File: config.mk
export PLATFORM = sky130hd
export DESIGN_NAME = flow_ctrl_mc
export DESIGN_NICKNAME = d
export VERILOG_FILES = /design/src/rtl/flow_ctrl_mc.sv
export SDC_FILE = /design/constraint.sdc
export NUM_CORES = 1
export LEC_CHECK = 0
export CAP_MARGIN = 10
export CORE_MARGIN = 1.5
export CORE_UTILIZATION = 53
export DETAILED_ROUTE_END_ITERATION = 16
export PLACE_DENSITY = 0.91
export SETUP_SLACK_MARGIN = 0.3
export SLEW_MARGIN = 25
export SYNTH_ARGS = -nofsm -noshare
export SYNTH_HDL_FRONTEND = slang
export SYNTH_SLANG_ARGS = --single-unit
File: constraint.sdc
create_clock -name clk -period 3.7 [get_ports clk]
set_input_delay 0.37 -clock clk [delete_from_list [all_inputs] [get_ports clk]]
set_output_delay 0.37 -clock clk [all_outputs]
set_load 0.01 [all_outputs]
File: src/rtl/flow_ctrl_mc.sv
// flow_ctrl_mc: multi-channel FIFO flow-control controller.
// Compares NUM_CH occupancy counts against programmable almost-full and
// almost-empty thresholds. Drives per-channel pause/resume with hysteresis
// and the global IDLE / ERROR / flush sequencing.
//
// Ports:
//   clk        - clock; all state updates happen on the rising edge
//   reset      - asynchronous, active-low reset
//   iniciar    - start request, sampled only in INIT
//   occ        - packed occupancy counts; channel i is at [i*CNT_W +: CNT_W]
//   umbral_af  - almost-full threshold
//   umbral_ae  - almost-empty threshold
//   err_clear  - clears error_ch
//   pausa      - per-channel pause level
//   continuar  - per-channel one-cycle resume pulse
//   idle       - high while in IDLE
//   error_full - high while in ERROR or RST
//   flush      - one-cycle pulse in RST that tells the FIFOs to empty
//   error_ch   - sticky set of the channels that were full on ERROR entry
//   err_cnt    - saturating count of ERROR entries
//   estado     - current state code
module flow_ctrl_mc #(
    parameter int NUM_CH   = 4,
    parameter int DEPTH    = 16,
    parameter int CNT_W    = 5,
    parameter int ERR_HOLD = 2
) (
    input  logic                    clk,
    input  logic                    reset,
    input  logic                    iniciar,
    input  logic [NUM_CH*CNT_W-1:0] occ,
    input  logic [CNT_W-1:0]        umbral_af,
    input  logic [CNT_W-1:0]        umbral_ae,
    input  logic                    err_clear,
    output logic [NUM_CH-1:0]       pausa,
    output logic [NUM_CH-1:0]       continuar,
    output logic                    idle,
    output logic                    error_full,
    output logic                    flush,
    output logic [NUM_CH-1:0]       error_ch,
    output logic [7:0]              err_cnt,
    output logic [2:0]              estado
);

    typedef enum logic [2:0] {
        S_INIT   = 3'd0,
        S_IDLE   = 3'd1,
        S_ACTIVE = 3'd2,
        S_ERROR  = 3'd3,
        S_RST    = 3'd4
    } state_t;

    localparam logic [CNT_W-1:0] L_DEPTH = CNT_W'(DEPTH);
    localparam logic [3:0]       L_HOLD  = 4'(ERR_HOLD);

    state_t              r_state;
    logic [3:0]          r_hold;
    logic [NUM_CH-1:0]   r_pausa;
    logic [NUM_CH-1:0]   r_cont;
    logic                r_idle;
    logic                r_efull;
    logic                r_flush;
    logic [NUM_CH-1:0]   r_ech;
    logic [7:0]          r_cnt;

    logic [NUM_CH-1:0]   w_full;
    logic [NUM_CH-1:0]   w_af;
    logic [NUM_CH-1:0]   w_ae;
    logic [NUM_CH-1:0]   w_empty;
    logic                w_any_full;
    logic                w_all_empty;
    state_t              w_next;
    logic                w_enter_err;
    logic [NUM_CH-1:0]   w_pausa_nx;
    logic [NUM_CH-1:0]   w_cont_nx;

    // Per-channel occupancy flags
    always_comb begin
        w_full  = '0;
        w_af    = '0;
        w_ae    = '0;
        w_empty = '0;
        for (int i = 0; i < NUM_CH; i++) begin
            w_full[i]  = (occ[i*CNT_W +: CNT_W] == L_DEPTH);
            w_af[i]    = (occ[i*CNT_W +: CNT_W] >= umbral_af);
            w_ae[i]    = (occ[i*CNT_W +: CNT_W] <= umbral_ae);
            w_empty[i] = (occ[i*CNT_W +: CNT_W] == '0);
        end
    end

    assign w_any_full  = |w_full;
    assign w_all_empty = &w_empty;

    // Next-state selection; undefined codes fall back to INIT
    always_comb begin
        w_next = r_state;
        case (r_state)
            S_INIT:   w_next = iniciar ? S_IDLE : S_INIT;
            S_IDLE:   w_next = w_any_full ? S_ERROR :
                               (!w_all_empty ? S_ACTIVE : S_IDLE);
            S_ACTIVE: w_next = w_any_full ? S_ERROR :
                               (w_all_empty ? S_IDLE : S_ACTIVE);
            // r_hold counts ERROR cycles starting at 1 on the entry edge
            S_ERROR:  w_next = (r_hold >= L_HOLD) ? S_RST : S_ERROR;
            S_RST:    w_next = S_IDLE;
            default:  w_next = S_INIT;
        endcase
    end

    assign w_enter_err = (w_next == S_ERROR) && (r_state != S_ERROR);

    // Pause hysteresis: set has priority over clear when thresholds overlap.
    // A jump to ERROR drops every pause without a resume pulse.
    always_comb begin
        w_pausa_nx = r_pausa;
        w_cont_nx  = '0;
        if (r_state == S_ACTIVE) begin
            if (w_any_full) begin
                w_pausa_nx = '0;
            end else begin
                for (int i = 0; i < NUM_CH; i++) begin
                    if (!r_pausa[i] && w_af[i]) begin
                        w_pausa_nx[i] = 1'b1;
                    end else if (r_pausa[i] && w_ae[i] && !w_af[i]) begin
                        w_pausa_nx[i] = 1'b0;
                        w_cont_nx[i]  = 1'b1;
                    end
                end
            end
        end
    end

    // State register, hold counter and registered outputs
    always_ff @(posedge clk or negedge reset) begin
        if (!reset) begin
            r_state <= S_INIT;
            r_hold  <= '0;
            r_pausa <= '0;
            r_cont  <= '0;
            r_idle  <= 1'b0;
            r_efull <= 1'b0;
            r_flush <= 1'b0;
            r_ech   <= '0;
            r_cnt   <= '0;
        end else begin
            r_state <= w_next;
            r_idle  <= (w_next == S_IDLE);
            r_efull <= (w_next == S_ERROR) || (w_next == S_RST);
            r_flush <= (w_next == S_RST);
            r_pausa <= w_pausa_nx;
            r_cont  <= w_cont_nx;

            if (w_enter_err) begin
                r_hold <= 4'd1;
            end else if (r_state == S_ERROR) begin
                r_hold <= r_hold + 4'd1;
            end else begin
                r_hold <= '0;
            end

            // Capture beats a coincident clear
            if (w_enter_err) begin
                r_ech <= r_ech | w_full;
            end else if (err_clear) begin
                r_ech <= '0;
            end

            if (w_enter_err && (r_cnt != 8'hFF)) begin
                r_cnt <= r_cnt + 8'd1;
            end
        end
    end

    assign pausa      = r_pausa;
    assign continuar  = r_cont;
    assign idle       = r_idle;
    assign error_full = r_efull;
    assign flush      = r_flush;
    assign error_ch   = r_ech;
    assign err_cnt    = r_cnt;
    assign estado     = r_state;

endmodule

==> results.cfg, run 1 <==
[run_status]
status = finished clean

[global_route]
grt_use_total = 0.254
grt_max_degree = 24
grt_first_pass_wirelength_mm = 8.73
grt_pass1_vias = 1939
antenna_found_initial = 0
overflow = 0

[synth]
ys_ff_latch = 30
synth_edf_count = 0
ys_warn_count = 0
yosysSeqAreaShare = 0.339
netlist_instances = 225
synth_top_family_by_area = adder cells
synthAdderAreaFrac = 0.243
async_reset_ff_frac = 1.00
synth_nets = 302
synth_xor_area_frac = 0.0356
yosys_most_used_dff = dfrtp_1
syn_area_sq_um = 2220
synth_mux_area_frac = 0.0119
synth_compound_area_frac = 0.146
avgSynthCellArea_sq_um = 9.85
synthSimpleGateAreaFrac = 0.204
synth_cell_types = 37

[critical_path]
end_kind = register
startpoint_type = input pin
cp.arrival_ns = 2.26
crit_required_ns = 3.87
worstSetupPathType = in2reg
critPathMaxFanout = 2

[drt]
num_vias = 1939
drc = 0
ant_nets = 0
drt_first_pass_iters = 4
drt_iter0_markers = 147
vias_per_cell = 5.65
routedWlPerCell_um = 14.8
wl_mm = 5.07

[power_and_ir_drop]
power_frac_seq = 0.358
pwr-share-comb = 0.445
intPower_uw = 866
switching_share = 0.356
p_leak_nw = 1.39
pwr-share-clk = 0.197
peakVddDrop_v = 0.000374
p_sw_uw = 479
p_per_area_nw_per_um2 = 453

[floorplan]
initial_core_util = 0.554
io_pins = 60
fp.dieArea_sq_um = 4580
die_w_um = 67.7
die_height_um = 67.7
coreArea_sq_um = 4000
rows = 23

[clocking]
cts_tree = done
postCtsSetupRepairBufs = 0
clk_latency_ns = 0.28
clock-sinks = 30
post_cts_resized = 0
cts.clk_slew.worst_paths_ns = 0.06
htreeDepth = 2
numCtsBuffers = 5
cts_max_path_buffers = 2
cts-root-buf = clkbuf_8
ctsHoldBuffers = 0

[timing]
worst_slew_pin_slew_ns = 0.511
worst_slew_margin_rel = 0.658
finalHoldViolCount = 0
finalWorstSetupSlack_ns = 1.60
fin_crit_ns = 2.10
post-route-period-util = 0.567
rsz0062_at_grt = no
setup_viol = 0
finClkSkew_ns = 0.00533
max_freq_mhz = 477
slew_viol_final = 0
holdWs_ns = 0.0457
fin_setup_tns_ns = 0

[placed_design]
dp_slack_ns = 1.36
portBuffers = 59
dp_hpwl_mm = 4.21
place.gp.congestion = 0.866

[layout]
final_common_cell = clkdlybuf4s50_1
nets = 369
drive_above_1_share = 0.0683
post-route-util = 0.742
antennaDiodeCount = 0
area_delta_synth_final_pct = 33.9
layout_common_cells = clkdlybuf4s50_1, ha_1, dfrtp_1

[run]
drv_cap = 0

[hold_path]
hold_path.class = in2async
==> critical path, stage by stage <==
cell,delay [ns]
clkdlybuf4s50_1,0.53
inv_1,0.08
ha_1,0.30
nand2b_1,0.15
a21o_1,0.19
a21oi_1,0.23
o21ai_0,0.16
a22o_1,0.24
==> path summary, 6_finish.rpt <==
path | start | to | slack [ns] | cells after the start
setup / recovery | occ[0] | pausa[0]$_DFFE_PN0P_ | 1.60 | 8
hold / removal | reset | r_hold[3]$_DFF_PN0_ | 0.05 | 1
setup reg to reg | estado[1]$_DFF_PN0_ | err_cnt[6]$_DFFE_PN0P_ | 2.01 | 5
hold reg to reg | err_cnt[4]$_DFFE_PN0P_ | err_cnt[4]$_DFFE_PN0P_ | 0.49 | 1
max in group asynchronous | reset | continuar[3]$_DFF_PN0_ | 3.16 | 2
min in group clk | err_cnt[4]$_DFFE_PN0P_ | err_cnt[4]$_DFFE_PN0P_ | 0.49 | 1
==> logic make-up (layout without fill, tap and decap cells) <==
group                    after synthesis  after routing
AND/OR/NAND/NOR                       79             79
AO/OA/AOI/OAI                         49             49
adder cells (fa/ha/maj)               43             43
flip-flops                            30             30
buffers and inverters                 13             81
XOR/XNOR                               9              9
multiplexers                           2              2
==> metal layers <==
layer,track usage,share of wire
met4,0.0867,0.0075
met5,0,0
met1,0.324,0.43
met2,0.415,0.50
met3,0.0667,0.064
==> registers in the layout (all words and copies together), names as in the netlist <==
| register | count |
|---|---|
| error_full | 1 |
| pausa | 4 |
| idle | 1 |
| err_cnt | 8 |
| estado | 3 |
| error_ch | 4 |
| flush | 1 |
| r_hold | 4 |
| continuar | 4 |
==> stage by stage <==
stage          power, mW  instances  cell area, sq um
2_1_floorplan      0.798        225              2220
3_3_place_gp        1.05        335              2880
3_5_place_dp        1.08        335              2880
4_1_cts             1.35        343              2970
5_1_grt             1.45        343              2970
6_report            1.35        343              2970
==> power groups by stage <==
stage                     clock (mW)  combinational (mW)  sequential, mW
final                          0.265               0.599           0.481
after floorplan                    0               0.288           0.510
after CTS                      0.273               0.600           0.481
after global routing           0.291               0.669           0.494
after global placement             0               0.570           0.481
after detailed placement           0               0.592           0.486
==> synth_stat cells (2+ instances only) <==
cell type	n	area share
a21oi_1	17	0.038
and3_1	3	0.0085
nor4_1	4	0.011
inv_1	13	0.022
nand2b_1	10	0.028
nand2_2	2	0.0056
nor3_1	4	0.0090
nor2_1	17	0.029
xnor2_1	7	0.028
nand2_1	14	0.024
a21o_1	4	0.014
nand4_1	4	0.011
ha_1	43	0.24
o21ai_0	13	0.029
a22o_1	4	0.016
nor2b_1	2	0.0056
and4_1	4	0.016
dfrtp_1	30	0.34
nand3_1	5	0.011
o31ai_1	4	0.014
xor2_1	2	0.0079
nand3b_1	2	0.0068
a2bb2oi_1	3	0.012
==> final cells by class <==
type | instances | area, sq um
fill | 275 | 1030
multi-input combinational | 182 | 1420
clock inverter | 2 | 12.5
tap | 50 | 62.6
timing repair buffer | 60 | 593
clock buffer | 6 | 82.6
inverter | 13 | 48.8
sequential | 30 | 751
Note: power is estimated with default switching activity, not from simulation.
==> run 2, diff against run 1 <==
--- a/config.mk
+++ b/config.mk
@@ -7,9 +7,9 @@
 export LEC_CHECK = 0
 export CAP_MARGIN = 10
 export CORE_MARGIN = 1.5
-export CORE_UTILIZATION = 53
+export CORE_UTILIZATION = 44
 export DETAILED_ROUTE_END_ITERATION = 16
-export PLACE_DENSITY = 0.91
+export PLACE_DENSITY = 0.81
 export SETUP_SLACK_MARGIN = 0.3
 export SLEW_MARGIN = 25
 export SYNTH_ARGS = -nofsm -noshare
==> constraint.sdc (replaced) <==
create_clock -name clk -period 1.85 [get_ports clk]
set_input_delay 0.185 -clock clk [delete_from_list [all_inputs] [get_ports clk]]
set_output_delay 0.185 -clock clk [all_outputs]
set_load 0.01 [all_outputs]
==> run 2 against run 1 <==
Against the previous run: die area increased by 19%; combinational power rose to 2.7 times the previous value; clock-buffer cell count is 1 higher; critical path depth fell by 1; sequential cell count stayed put; critical endpoint is now err_cnt[6]$_DFFE_PN0P_; clock skew decreased by 0.0038 ns; first-iteration DRC count decreased by 14%; clock power grew 98%; wire length increased by 21%.
==> results.cfg, run 2 (synthesized netlist as in run 1, its figures left out) <==
[run_status]
status = finished clean

[global_route]
antenna_found_initial = 0
overflow = 0
grt_max_degree = 31
grt_first_pass_wirelength_mm = 9.49
grt_use_total = 0.227
grt_pass1_vias = 2117

[power_and_ir_drop]
p_leak_nw = 1.65
p_per_area_nw_per_um2 = 876
peakVddDrop_v = 0.000500

[clocking]
clk_latency_ns = 0.28
cts-root-buf = clkbuf_8
numCtsBuffers = 5
cts_max_path_buffers = 2
cts_tree = done
htreeDepth = 2
cts.clk_slew.worst_paths_ns = 0.06
clock-sinks = 30

[drt]
ant_nets = 0
drt_first_pass_iters = 4
num_vias = 2140
routedWlPerCell_um = 15.5
drt_iter0_markers = 127
drc = 0
vias_per_cell = 5.39
wl_mm = 6.14

[timing]
fin_setup_tns_ns = 0
max_freq_mhz = 635
worst_slew_pin_slew_ns = 0.462
setup_viol = 0
post-route-period-util = 0.851
fin_crit_ns = 1.57
finalWorstSetupSlack_ns = 0.276
rsz0062_at_grt = yes
worst_slew_margin_rel = 0.689
finalHoldViolCount = 0
slew_viol_final = 0
finClkSkew_ns = 0.00156

[layout]
largest_register_ff_count = 8
layout_common_cells = clkdlybuf4s50_1, buf_4, ha_1
area_delta_synth_final_pct = 60.8
fin_cells = 397
nets = 407
drive_above_1_share = 0.297
antennaDiodeCount = 0

[placed_design]
place.gp.congestion = 0.858
dp_slack_ns = -0.248
portBuffers = 59
placed_cells = 381
dp_hpwl_mm = 4.37

[floorplan]
rows = 25
io_pins = 60
die_w_um = 74.0
fp.dieArea_sq_um = 5470
initial_core_util = 0.463
die_height_um = 74.0
coreArea_sq_um = 4790

[critical_path]
critPathMaxFanout = 3
cp.arrival_ns = 1.74
startpoint_type = input pin
cp_cell_sequence = dlygate4sd2_1, nor4_2, buf_4, nand2_2, a41oi_4, nand4_2, mux2_4
end_kind = register
crit_required_ns = 2.01
worstSetupPathType = in2reg
slowest_stage = a41oi_4
cpPeakStageDelay_ns = 0.32
cp_num_buf_inv = 2
critical-path-top-delay-family = simple AND/OR/NAND/NOR gates

[run]
drv_cap = 0

[hold_path]
hold_path.class = in2async
run 2: changes by cell type in the layout (fill, tap and decap cells not counted), moves of 4 or more:
cell,before,now
a21oi_1,17,12
a21oi_2,0,5
buf_4,1,36
clkdlybuf4s50_1,58,36
dlygate4sd2_1,0,20
ha_1,43,32
ha_4,0,11
inv_1,13,9
o21ai_0,13,1
o21ai_1,0,11
o31ai_1,4,0
o31ai_2,0,4
run 2: area by class of cell:
class / count / area [sq um]
fillers: 315 / 1220
multi-input cells: 182 / 1710
well taps: 67 / 83.8
repair buffers: 98 / 877
inverters: 13 / 56.3
clock buffers: 7 / 86.3
flip-flops and latches: 30 / 753
run 2: path summary, 6_finish.rpt:
kind | start | end | slack [ns] | cells after the start
hold / removal | reset | r_hold[2]$_DFF_PN0_ | 0.29 | 2
hold reg to reg | err_cnt[4]$_DFFE_PN0P_ | err_cnt[4]$_DFFE_PN0P_ | 0.51 | 1
max in group asynchronous | reset | estado[1]$_DFF_PN0_ | 1.27 | 2
setup reg to reg | estado[1]$_DFF_PN0_ | err_cnt[6]$_DFFE_PN0P_ | 0.30 | 5
min in group clk | err_cnt[4]$_DFFE_PN0P_ | err_cnt[4]$_DFFE_PN0P_ | 0.51 | 1
setup / recovery | occ[6] | err_cnt[6]$_DFFE_PN0P_ | 0.28 | 7
run 2: stage by stage:
| step | total power, mW | hold WS [ns] | area (sq um) | utilization |
|---|---|---|---|---|
| CTS | 3.00 | 0.302 | 3450 | 0.722 |
| floorplan | 1.60 | -0.111 | 2220 | - |
| finish | 3.12 | 0.291 | 3570 | 0.745 |
| global route | 3.33 | 0.319 | 3570 | 0.745 |
| detailed placement | 2.24 | 0.512 | 3120 | 0.652 |
| global placement | 2.19 | 0.473 | 3120 | 0.652 |
run 2: layer usage:
metal  share of wire  track usage  vias up
met5               0            0        -
li1                -            -     1040
met4           0.014       0.0864        0
met2            0.53        0.398       80
met1            0.42        0.278     1011
met3           0.040       0.0379        9
run 2: power by group:
| group | total, mW | internal [mW] | switching (mW) |
|---|---|---|---|
| Combinational | 1.62 | 0.872 | 0.747 |
| Sequential | 0.981 | 0.824 | 0.156 |
| Clock | 0.525 | 0.294 | 0.230 |
| Total | 3.12 | 1.99 | 1.13 |
run 2: timing repair:
action / CTS / global route
hold buffers: 0 / 0
setup endpoints to repair: 23 / 20
buffers inserted: 8 / 1
pin swaps: 15 / 11
resized for setup: 66 / 23
